**src/rtl/eje3_pkg.sv**
```systemverilog
// Shared types and helpers for the keypad front end.
// Key count, FSM state encoding and the one-hot test.
package eje3_pkg;

  localparam int NKEYS = 10;

  typedef enum logic [1:0] {
    IDLE     = 2'd0,
    DEBOUNCE = 2'd1,
    PRESSED  = 2'd2,
    RELEASE  = 2'd3
  } state_e;

  function automatic logic is_onehot10(
    input logic [NKEYS-1:0] v
  );
    return (v != '0) &&
           ((v & (v - NKEYS'(1))) == '0);
  endfunction

endpackage

```
**src/rtl/eje3_sync2.sv**
```systemverilog
// Two-flop synchronizer for asynchronous level inputs.
// No logic between the stages.
module eje3_sync2 #(
  parameter int W = 1
) (
  input  logic         clk,
  input  logic         rst_n,
  input  logic [W-1:0] d,
  output logic [W-1:0] q
);

  logic [W-1:0] s1_q;
  logic [W-1:0] s2_q;

  always_ff @(posedge clk or negedge rst_n) begin
    if (!rst_n) begin
      s1_q <= '0;
      s2_q <= '0;
    end else begin
      s1_q <= d;
      s2_q <= s1_q;
    end
  end

  assign q = s2_q;

endmodule

```
**src/rtl/eje3_keypad_front.sv**
```systemverilog
// Keypad front end: sync, debounce and single-key validation.
// Presents a held one-hot key code to the BCD encoder.
module eje3_keypad_front
  import eje3_pkg::*;
#(
  parameter int DEBOUNCE_CYCLES = 16,
  parameter int CNT_W           = 5
) (
  input  logic             clk,
  input  logic             rst_n,
  input  logic [NKEYS-1:0] key_in,
  output logic [NKEYS-1:0] e_out,
  output logic             key_valid,
  output logic             key_held,
  output logic             key_err
);

  localparam logic [CNT_W-1:0] CNT_MAX =
    CNT_W'(DEBOUNCE_CYCLES - 1);

  logic [NKEYS-1:0] sync;

  state_e           state_q, state_d;
  logic [CNT_W-1:0] cnt_q, cnt_d;
  logic [NKEYS-1:0] cand_q, cand_d;
  logic [NKEYS-1:0] e_out_q, e_out_d;
  logic             valid_q, valid_d;
  logic             err_q, err_d;

  eje3_sync2 #(
    .W (NKEYS)
  ) u_sync (
    .clk   (clk),
    .rst_n (rst_n),
    .d     (key_in),
    .q     (sync)
  );

  always_ff @(posedge clk or negedge rst_n) begin
    if (!rst_n) begin
      state_q <= IDLE;
      cnt_q   <= '0;
      cand_q  <= '0;
      e_out_q <= '0;
      valid_q <= 1'b0;
      err_q   <= 1'b0;
    end else begin
      state_q <= state_d;
      cnt_q   <= cnt_d;
      cand_q  <= cand_d;
      e_out_q <= e_out_d;
      valid_q <= valid_d;
      err_q   <= err_d;
    end
  end

  always_comb begin
    state_d = state_q;
    cnt_d   = cnt_q;
    cand_d  = cand_q;
    e_out_d = e_out_q;
    valid_d = 1'b0;
    err_d   = 1'b0;
    unique case (state_q)
      IDLE: begin
        if (is_onehot10(sync)) begin
          cand_d  = sync;
          cnt_d   = '0;
          state_d = DEBOUNCE;
        end else if (sync != '0) begin
          err_d   = 1'b1;
          cnt_d   = '0;
          state_d = RELEASE;
        end
      end
      DEBOUNCE: begin
        if (sync != cand_q) begin
          cnt_d   = '0;
          state_d = IDLE;
        end else if (cnt_q == CNT_MAX) begin
          cnt_d   = '0;
          e_out_d = cand_q;
          valid_d = 1'b1;
          state_d = PRESSED;
        end else begin
          cnt_d = cnt_q + CNT_W'(1);
        end
      end
      PRESSED: begin
        if (sync != cand_q) begin
          // Release or any change of key both need a clean release
          err_d   = (sync != '0);
          cnt_d   = '0;
          state_d = RELEASE;
        end
      end
      RELEASE: begin
        if (sync != '0) begin
          cnt_d = '0;
        end else if (cnt_q == CNT_MAX) begin
          cnt_d   = '0;
          state_d = IDLE;
        end else begin
          cnt_d = cnt_q + CNT_W'(1);
        end
      end
      default: begin
        cnt_d   = '0;
        state_d = IDLE;
      end
    endcase
  end

  assign e_out     = e_out_q;
  assign key_valid = valid_q;
  assign key_err   = err_q;
  assign key_held  = (state_q == PRESSED);

endmodule
```
**config.mk**
```make
export PLATFORM = sky130hd
export DESIGN_NAME = eje3_keypad_front
export DESIGN_NICKNAME = d
export VERILOG_FILES = /design/src/rtl/eje3_pkg.sv /design/src/rtl/eje3_sync2.sv /design/src/rtl/eje3_keypad_front.sv
export SDC_FILE = /design/constraint.sdc
export NUM_CORES = 1
export LEC_CHECK = 0
export ABC_AREA = 1
export CORE_UTILIZATION = 40
export CTS_BUF_LIST = sky130_fd_sc_hd__clkbuf_4 sky130_fd_sc_hd__clkbuf_8
export DETAILED_ROUTE_END_ITERATION = 10
export PLACE_DENSITY = 0.7
export SYNTH_ARGS = -nofsm -noshare
export SYNTH_HDL_FRONTEND = slang
export SYNTH_SLANG_ARGS = --single-unit
```
**constraint.sdc**
```tcl
create_clock -name clk -period 4.1 [get_ports clk]
set_input_delay 1.025 -clock clk [delete_from_list [all_inputs] [get_ports clk]]
set_output_delay 1.025 -clock clk [all_outputs]
set_load 0.01 [all_outputs]
```
Yosys cells after proc, flatten, opt, wreduce, memory -nomap -nowiden --
Index checks and enable logic that the tools add are counted.
Storage, ports and cells: register bits 49, input bits 12, logic and storage cells 52
Operators by class: add/sub/neg operators 2, eq/ne operators 10, muxes and demuxes 22, bitwise operators 2, reductions and logical operators 8
Operators with widths (count):
- 5-bit two-way mux | 6
- 5-bit one-hot mux with 4 select lines | 1
- 2-bit two-way mux | 7
- 10-bit AND | 1
- 10-bit logical NOT | 1
- 10-bit inequality test | 1
- 10-bit nonzero test | 1
- 10-bit by 1-bit subtractor with 10-bit output, second input constant | 1
- 2-bit one-hot mux with 4 select lines | 1
- 1-bit two-way mux | 6
- 3-bit inequality test, second input constant | 2
- 5-bit by 1-bit adder with 5-bit output, second input constant | 1
- 5-bit by 4-bit == test with 1-bit output, second input constant | 1
- 5-bit AND reduction | 1
- 2-bit == test, second input constant | 2
- 2-bit inequality test, second input constant | 2
- 2-bit AND reduction | 2
- 3-bit AND reduction | 1
- 2-bit by 1-bit == test with 1-bit output, second input constant | 1
- 2-bit logical NOT | 1
- 2-bit by 1-bit inequality test with 1-bit output, second input constant | 1
- 1-bit one-hot mux with 2 select lines | 1
- 1-bit logical AND | 1
- 1-bit NOT | 1

Depth between registers and ports, before layout --
Gate-level depths: netlist (run 1).
word-level depth 6, depth in mapped cells 12, gate-level depth less buffers 12

Modules after synthesis --
A second synthesis (run 1) with hierarchy kept.
Unflattened totals: cells, all modules 231, area, all modules 2138.3 um2
Modules (own cells, without submodules):
- eje3_keypad_front | times used 1, cells an instance 211, area an instance 1637.8 um2
- eje3_sync2 | times used 1, cells an instance 20, area an instance 500.5 um2

Worst setup path after synthesis (run 1) --
Ideal clock, no wire load.
path type register to output, from register state_q[0], to output key_held, arrival 0.779 ns, slack 2.296 ns, stages on the path, launching flop included 3, path through dfrtp_1 -> buf_2 -> nor2_1
On the way: cells in the longest elaborated chain, start to end 1
RTL lines:
- start, declared | RTL line eje3_keypad_front.sv:23 | state_e state_q, state_d;
- start signal, assigned | RTL line eje3_keypad_front.sv:48 | state_q <= state_d;
- 2-bit == test | RTL line eje3_keypad_front.sv:117 | assign key_held = (state_q == PRESSED);
- end, declared | RTL line eje3_keypad_front.sv:14 | output logic key_held,
No other way between the ends.

Worst setup path in the final report (run 1) --
from register state_q[1], to output key_held
Same word-level chain as after synthesis.

==> results of run 1 <==
==> cells by family (layout without fill, tap and decap cells) <==
logic type	after synthesis	in the layout	share of synthesized area, %
compound gates	24	24	8.07
xor+xnor	6	6	2.31
fa+ha+maj	1	1	0.549
buf+inv	31	59	6.15
flops	49	49	53.8
simple gates	131	131	29.1
==> power breakdown <==
part | switching, mW | internal [mW] | total [mW]
Clock | 0.165 | 0.186 | 0.351
Sequential | 0.0335 | 0.517 | 0.551
Combinational | 0.127 | 0.0818 | 0.208
==> flip-flops by register name, summed over array words and instances (netlist names) <==
signal and flops:
e_out 10, u_sync.q 10, key_err 1, u_sync.s1_q 10
key_valid 1, cnt_q 5, state_q 2, cand_q 10
==> layer usage <==
layer  part of all wire, %  vias up  track usage [%]
met5                     0        -                0
met4                   2.6        0             5.66
met3                   3.0        7             3.29
met2                    46       27             22.4
met1                    48      726             17.9
li1                      -      803                -
==> cell usage in the layout, fill, tap and decap left out, types with 3 or more instances in the layout <==
master,instances
nor2_1,17
nor2_4,4
inv_1,15
nand4_1,3
dfrtp_1,49
nand2_2,10
nor2_2,9
nand3_1,12
clkbuf_8,5
nand2_1,67
inv_2,11
nand3_2,4
o21ai_1,4
xnor2_1,4
clkdlybuf4s50_1,23
o21ai_2,17
==> worst max-delay path by stage <==
stage | end | cells after the start | startpoint
finish | key_held | 3 | state_q[1]$_DFFE_PN0P_
global route | key_held | 3 | state_q[1]$_DFFE_PN0P_
CTS | key_held | 3 | state_q[1]$_DFFE_PN0P_
detailed placement | key_held | 3 | state_q[1]$_DFFE_PN0P_
global placement | key_held | 2 | state_q[0]$_DFFE_PN0P_
floorplan | key_held | 2 | state_q[0]$_DFFE_PN0P_
==> metrics by stage <==
stage / hold WS (ps) / total power [mW] / cells / utilization [%]
final: 354 / 1.11 / 342 / 48.7
after floorplan: 331 / 0.703 / 242 / -
after global placement: 333 / 0.762 / 334 / 46.6
after CTS: 357 / 1.12 / 342 / 48.7
after detailed placement: 335 / 0.768 / 334 / 46.6
after global routing: 370 / 1.17 / 342 / 48.7
==> cell type report <==
type	instances	area [sq um]
Timing Repair Buffer	24	235
Tap cell	72	90.1
Clock inverter	3	47.5
Clock buffer	5	68.8
Inverter	27	101
Fill cell	518	2820
Sequential cell	49	1230
Multi-Input combinational cell	162	913
==> out/summary.txt, run 1 <==
Sequential fraction of the synthesis area = 53.8%
R2R Path Start = u_sync.q[3]$_DFF_PN0_
VDD IR-drop max = 0.000208 V
1st-pass router iterations = 5
Synth top area share = 53.8%
Setup Skew = 14.0 ps
#FFs+latches synth = 49
Worst-path fanout max = 5
Starting Density = 41.4%
CP Cell Sequence = inv_1 > nor2_1 > clkdlybuf4s50_1
Yosys Warn Count = 0
Worst Max-Slew Pin Slew = 1030 ps
Period utilization = 65.1%
Worst r2r path cells = 8
Post-Syn Instances = 242
Number of vias per cell = 4.57
N_diodes = 0
Clk pin slew, worst setup/hold paths = 100 ps
Synth top area cells = dfrtp_1 54%, nand2_1 11%, o21ai_2 6.5%, nor2_1 2.8%, nand2_2 2.7%
Total grt overflow = 0
Crit path time final = 2670 ps
WS Path Type = flop to output port
Max Slew Vio Count = 0
Die H = 77.5 microns
I/O Pins = 25
Antenna-violating nets left = 0
Worst path top cell family by delay = buffers and inverters
Fmax = 0.374 GHz
Most common cell in the netlist = nand2_1
Hold path depth = 0
R2R setup slack = 2240 ps
P_leak = 1.26 nW
Synth-to-layout area growth = 17.7%
Fin. Hold Viols = 0
Final WS setup = 1430 ps
CTS tree = done
Total CTS buffers = 5
Largest net degree at the start of global routing = 50
Final setup viols = 0
Layout cells sized above 1 = 25.2%
DRT iter0 DRCs = 100
Critical path buffers and inverters = 2
Routed WL = 3610 microns
Synthesized Nets = 255
Synth Cell Area = 0.00228 sq mm
Async set-reset flop share out of synthesis = 100%
EDFF count, synth = 0
DIE AREA = 0.00601 sq mm
RSZ-0062 raised after global routing = false
Setup slack at placement = 1770 ps
Sink Count = 49
Vias in the first global route = 1531
Hold Crit Class = flop to flop
Slowest cell on the critical path = clkdlybuf4s50_1
Max-cap violations = 0
WHS Endpoint = u_sync.q[0]$_DFF_PN0_
Commonest cells in the netlist = 67 x nand2_1, 49 x dfrtp_1, 17 x nor2_1, 17 x o21ai_2, 15 x inv_1
Initial antenna violation count = 0
First-pass GRT wire length = 6620 microns
# rows = 27
Post-synth cell types = 25
Clk root buf = clkbuf_8
Chip width = 77.5 microns
Final instance area = 0.00268 sq mm
PD cells = 414 mW/mm^2
Max-slew headroom = 31.2%
Post-DR wirelength/cell = 10.6 microns
Arr. time, crit path = 1650 ps
H-tree Lvls = 2
Req. time, crit path = 3070 ps
CTS resizes = 0
DPL Wire Length = 2680 microns
Predominant post-synthesis flop cell = dfrtp_1
Area leader, netlist = dfrtp_1
Final Net Count = 282
Post-route DRC violation count = 0
Peak per-stage delay on the critical path = 590 ps
Core area = 0.00551 sq mm
Setup bufs post-CTS = 0
Reg-to-reg endpoint = cand_q[8]$_DFFE_PN0P_
CTS Buffer Depth = 2
Worst skew pair latency = 300 ps
Port Buffers = 24
Hold path startpoint = u_sync.s1_q[0]$_DFF_PN0_
Run status = complete, no violations
Routed vias = 1563
Placed cell area = 0.00257 sq mm
Startpoint types = flop
All-Layer GR Usage = 13.9%
Post-synthesis area per instance = 9.42 sq um
Post-Route Setup TNS = 0 ps
# hold bufs at CTS = 0
RePlAce Congestion = 0.858
Crit end category = output port
Power figures use the tool's default switching activity.
==> inputs of run 2 (changes only) <==
- clock period: 4.1 -> 2.7 ns (I/O delays scaled with it)
==> run 2 against run 1 <==
  * Highest routed layer unchanged
  * Global-route usage down 0.19 points
  * Critical endpoint unchanged
  * Worst setup slack worse by 1000 ps
  * Combinational power up 52%
==> out/summary.txt, run 2 (synthesized netlist as in run 1, its figures left out) <==
Final Non-Filler Cells = 343 (+0.29%)
CTS resizes = 0 (unchanged)
Clock power frac = 27.5% (-4.1 points)
Total power = 1.59 mW (+44%)
Run status = complete, no violations
RSZ-0062 raised after global routing = false
Worst skew pair latency = 300 ps (about the same)
Internal power = 1.10 mW (+40%)
Core area = 0.00551 sq mm (unchanged)
P_leak = 1.26 nW (-0.40%)
DPL Wire Length = 2780 microns (+3.6%)
Clk root buf = clkbuf_8
Layout cells sized above 1 = 25.5% (+0.28 points)
Sink Count = 49 (unchanged)
CP Cell Sequence = nor2_1 > clkdlybuf4s50_1
WS Path Type = flop to output port
Routed vias = 1564 (+0.064%)
Fmax = 0.434 GHz
Switch share = 31.0% (+1.7 points)
Setup bufs post-CTS = 0 (unchanged)
Crit end category = output port
Flip-flop and latch area = 0.00123 sq mm (unchanged)
PD cells = 595 mW/mm^2 (+44%)
Critical path buffers and inverters = 1 (-1)
DIE AREA = 0.00601 sq mm (unchanged)
Commonest non-fill, non-tap cell in the layout = nand2_1
Peak per-stage delay on the critical path = 590 ps (about the same)
Setup Skew = 6.54 ps (-7.42 ps)
Final setup viols = 0 (unchanged)
Port Buffers = 24 (unchanged)
Max Slew Vio Count = 0 (unchanged)
Met2 Resource Use GR = 20.2% (-2.2 points)
Number of vias per cell = 4.56 (-0.23%)
I/O Pins = 25 (unchanged)
Die H = 77.5 microns (unchanged)
Post-Route Setup TNS = 0 ps (unchanged)
Req. time, crit path = 2030 ps (-1040 ps)
Starting Density = 41.4% (unchanged)
Final core utilization = 48.7% (about the same)
All-Layer GR Usage = 13.7% (-0.19 points)
Worst Max-Slew Pin Slew = 531 ps (-501 ps)
Synth-to-layout area growth = 17.6% (about the same)
Area of the multi-input gates = 913 sq um (unchanged)
Placed cell count = 335 (+0.30%)
VDD IR-drop max = 0.000190 V (-8.9%)
CTS Buffer Depth = 2 (unchanged)
N_diodes = 0 (unchanged)
Max-cap violations = 0 (unchanged)
# hold bufs at CTS = 0 (unchanged)
Total grt overflow = 0 (unchanged)
Combinational power share = 19.9% (+1.1 points)
Antenna-violating nets left = 0 (unchanged)
Grt peak-use layer = met2
Worst path top cell family by delay = buffers and inverters
Arr. time, crit path = 1630 ps (-20 ps)
1st-pass router iterations = 4 (-1)
Met1 usage = 18.9% (+1.0 points)
CTS tree = done
Chip width = 77.5 microns (unchanged)
Vias in the first global route = 1432 (-6.5%)
Hold Crit Class = input pin to async pin
Seq pwr share = 52.6% (+3.0 points)
Total CTS buffers = 5 (unchanged)
# rows = 27 (unchanged)
Post-route DRC violation count = 0 (unchanged)
Met3 Use GR = 4.24% (+0.94 points)
H-tree Lvls = 2 (unchanged)
Crit path time final = 2300 ps
Post-DR wirelength/cell = 10.6 microns (+0.34%)
Period utilization = 85.3%
Fin. Hold Viols = 0 (unchanged)
Initial antenna violation count = 0 (unchanged)
Psw = 0.494 mW (+52%)
Most frequent cells in the layout = 67 x nand2_1, 49 x dfrtp_1, 23 x clkdlybuf4s50_1, 17 x nor2_1, 17 x o21ai_2
RePlAce Congestion = 0.937 (+9.2%)
First-pass GRT wire length = 6390 microns (-3.5%)
Slowest cell on the critical path = clkdlybuf4s50_1
DRT iter0 DRCs = 102 (+2.0%)
Routed WL = 3630 microns (+0.64%)
Final Net Count = 283 (+0.35%)
Startpoint types = flop
Largest net degree at the start of global routing = 28 (-44%)
Worst-path fanout max = 8 (+3)
Clk pin slew, worst setup/hold paths = 90 ps (about the same)
Max-slew headroom = 64.6% (+33 points)
Filler Cell Count = 516 (-0.39%)
## run 2: cell count changes in the layout (fill, tap and decap cells not counted)
cell,before,now
buf_12,0,1
clkinvlp_4,0,1
clkinv_4,0,1
bufinv_16,1,0
inv_6,2,1
## run 2: cell type report
cell class | count | area share (%)
Sequential cell | 49 | 45.8
Clock buffer | 5 | 2.57
Tap cell | 72 | 3.36
Clock inverter | 3 | 0.934
Inverter | 27 | 3.78
Multi-Input combinational cell | 162 | 34.1
Timing Repair Buffer | 25 | 9.52
## run 2: worst reg2reg max path, cell delays in order, from the launching register on
cell and delay, ps:
dfrtp_1 460, nor2_2 150, nand3_1 120, nor2_4 160
nor2_1 80, nor2_4 110, nand4_4 380, nand2_2 180
o21ai_2 70
## run 2: metrics by stage
step,instance area [sq um],setup slack [ps],hold WS (ps)
finish,2680,397,342
global placement,2590,769,334
floorplan,2280,1190,331
detailed placement,2590,738,335
global route,2680,278,354
CTS,2680,395,353
## run 2: routing by layer
layer  vias up  wire, microns
met5         -              0
met4         0             46
met3         5            123
met2        29           1640
met1       712           1820
li1        818              -
## run 2: power groups by stage
stage / clock [mW] / sequential (mW) / combinational [mW]
6_report: 0.439 / 0.838 / 0.317
5_1_grt: 0.484 / 0.846 / 0.363
4_1_cts: 0.457 / 0.836 / 0.321
3_5_place_dp: 0 / 0.851 / 0.320
3_3_place_gp: 0 / 0.847 / 0.314
2_1_floorplan: 0 / 0.835 / 0.233
## run 2: worst paths after layout
check                                         startpoint                  endpoint  slack, ps  cells past startpoint
max in group asynchronous                          rst_n  u_sync.s1_q[6]$_DFF_PN0_       1840                      2
worst min register to register  u_sync.s1_q[9]$_DFF_PN0_     u_sync.q[9]$_DFF_PN0_        350                      0
worst min-delay path                               rst_n      e_out[6]$_DFFE_PN0P_        340                      1
worst max register to register     u_sync.q[5]$_DFF_PN0_     cand_q[6]$_DFFE_PN0P_        870                      8
worst max-delay path              state_q[0]$_DFFE_PN0P_                  key_held        400                      2
min in group clk                u_sync.s1_q[9]$_DFF_PN0_     u_sync.q[9]$_DFF_PN0_        350                      0
==> inputs of run 3 (changes only) <==
- ABC_CLOCK_PERIOD_IN_PS: not set -> 2700
==> results of run 3 <==
The final DEF is identical to that of run 2; final timing and power are the same.
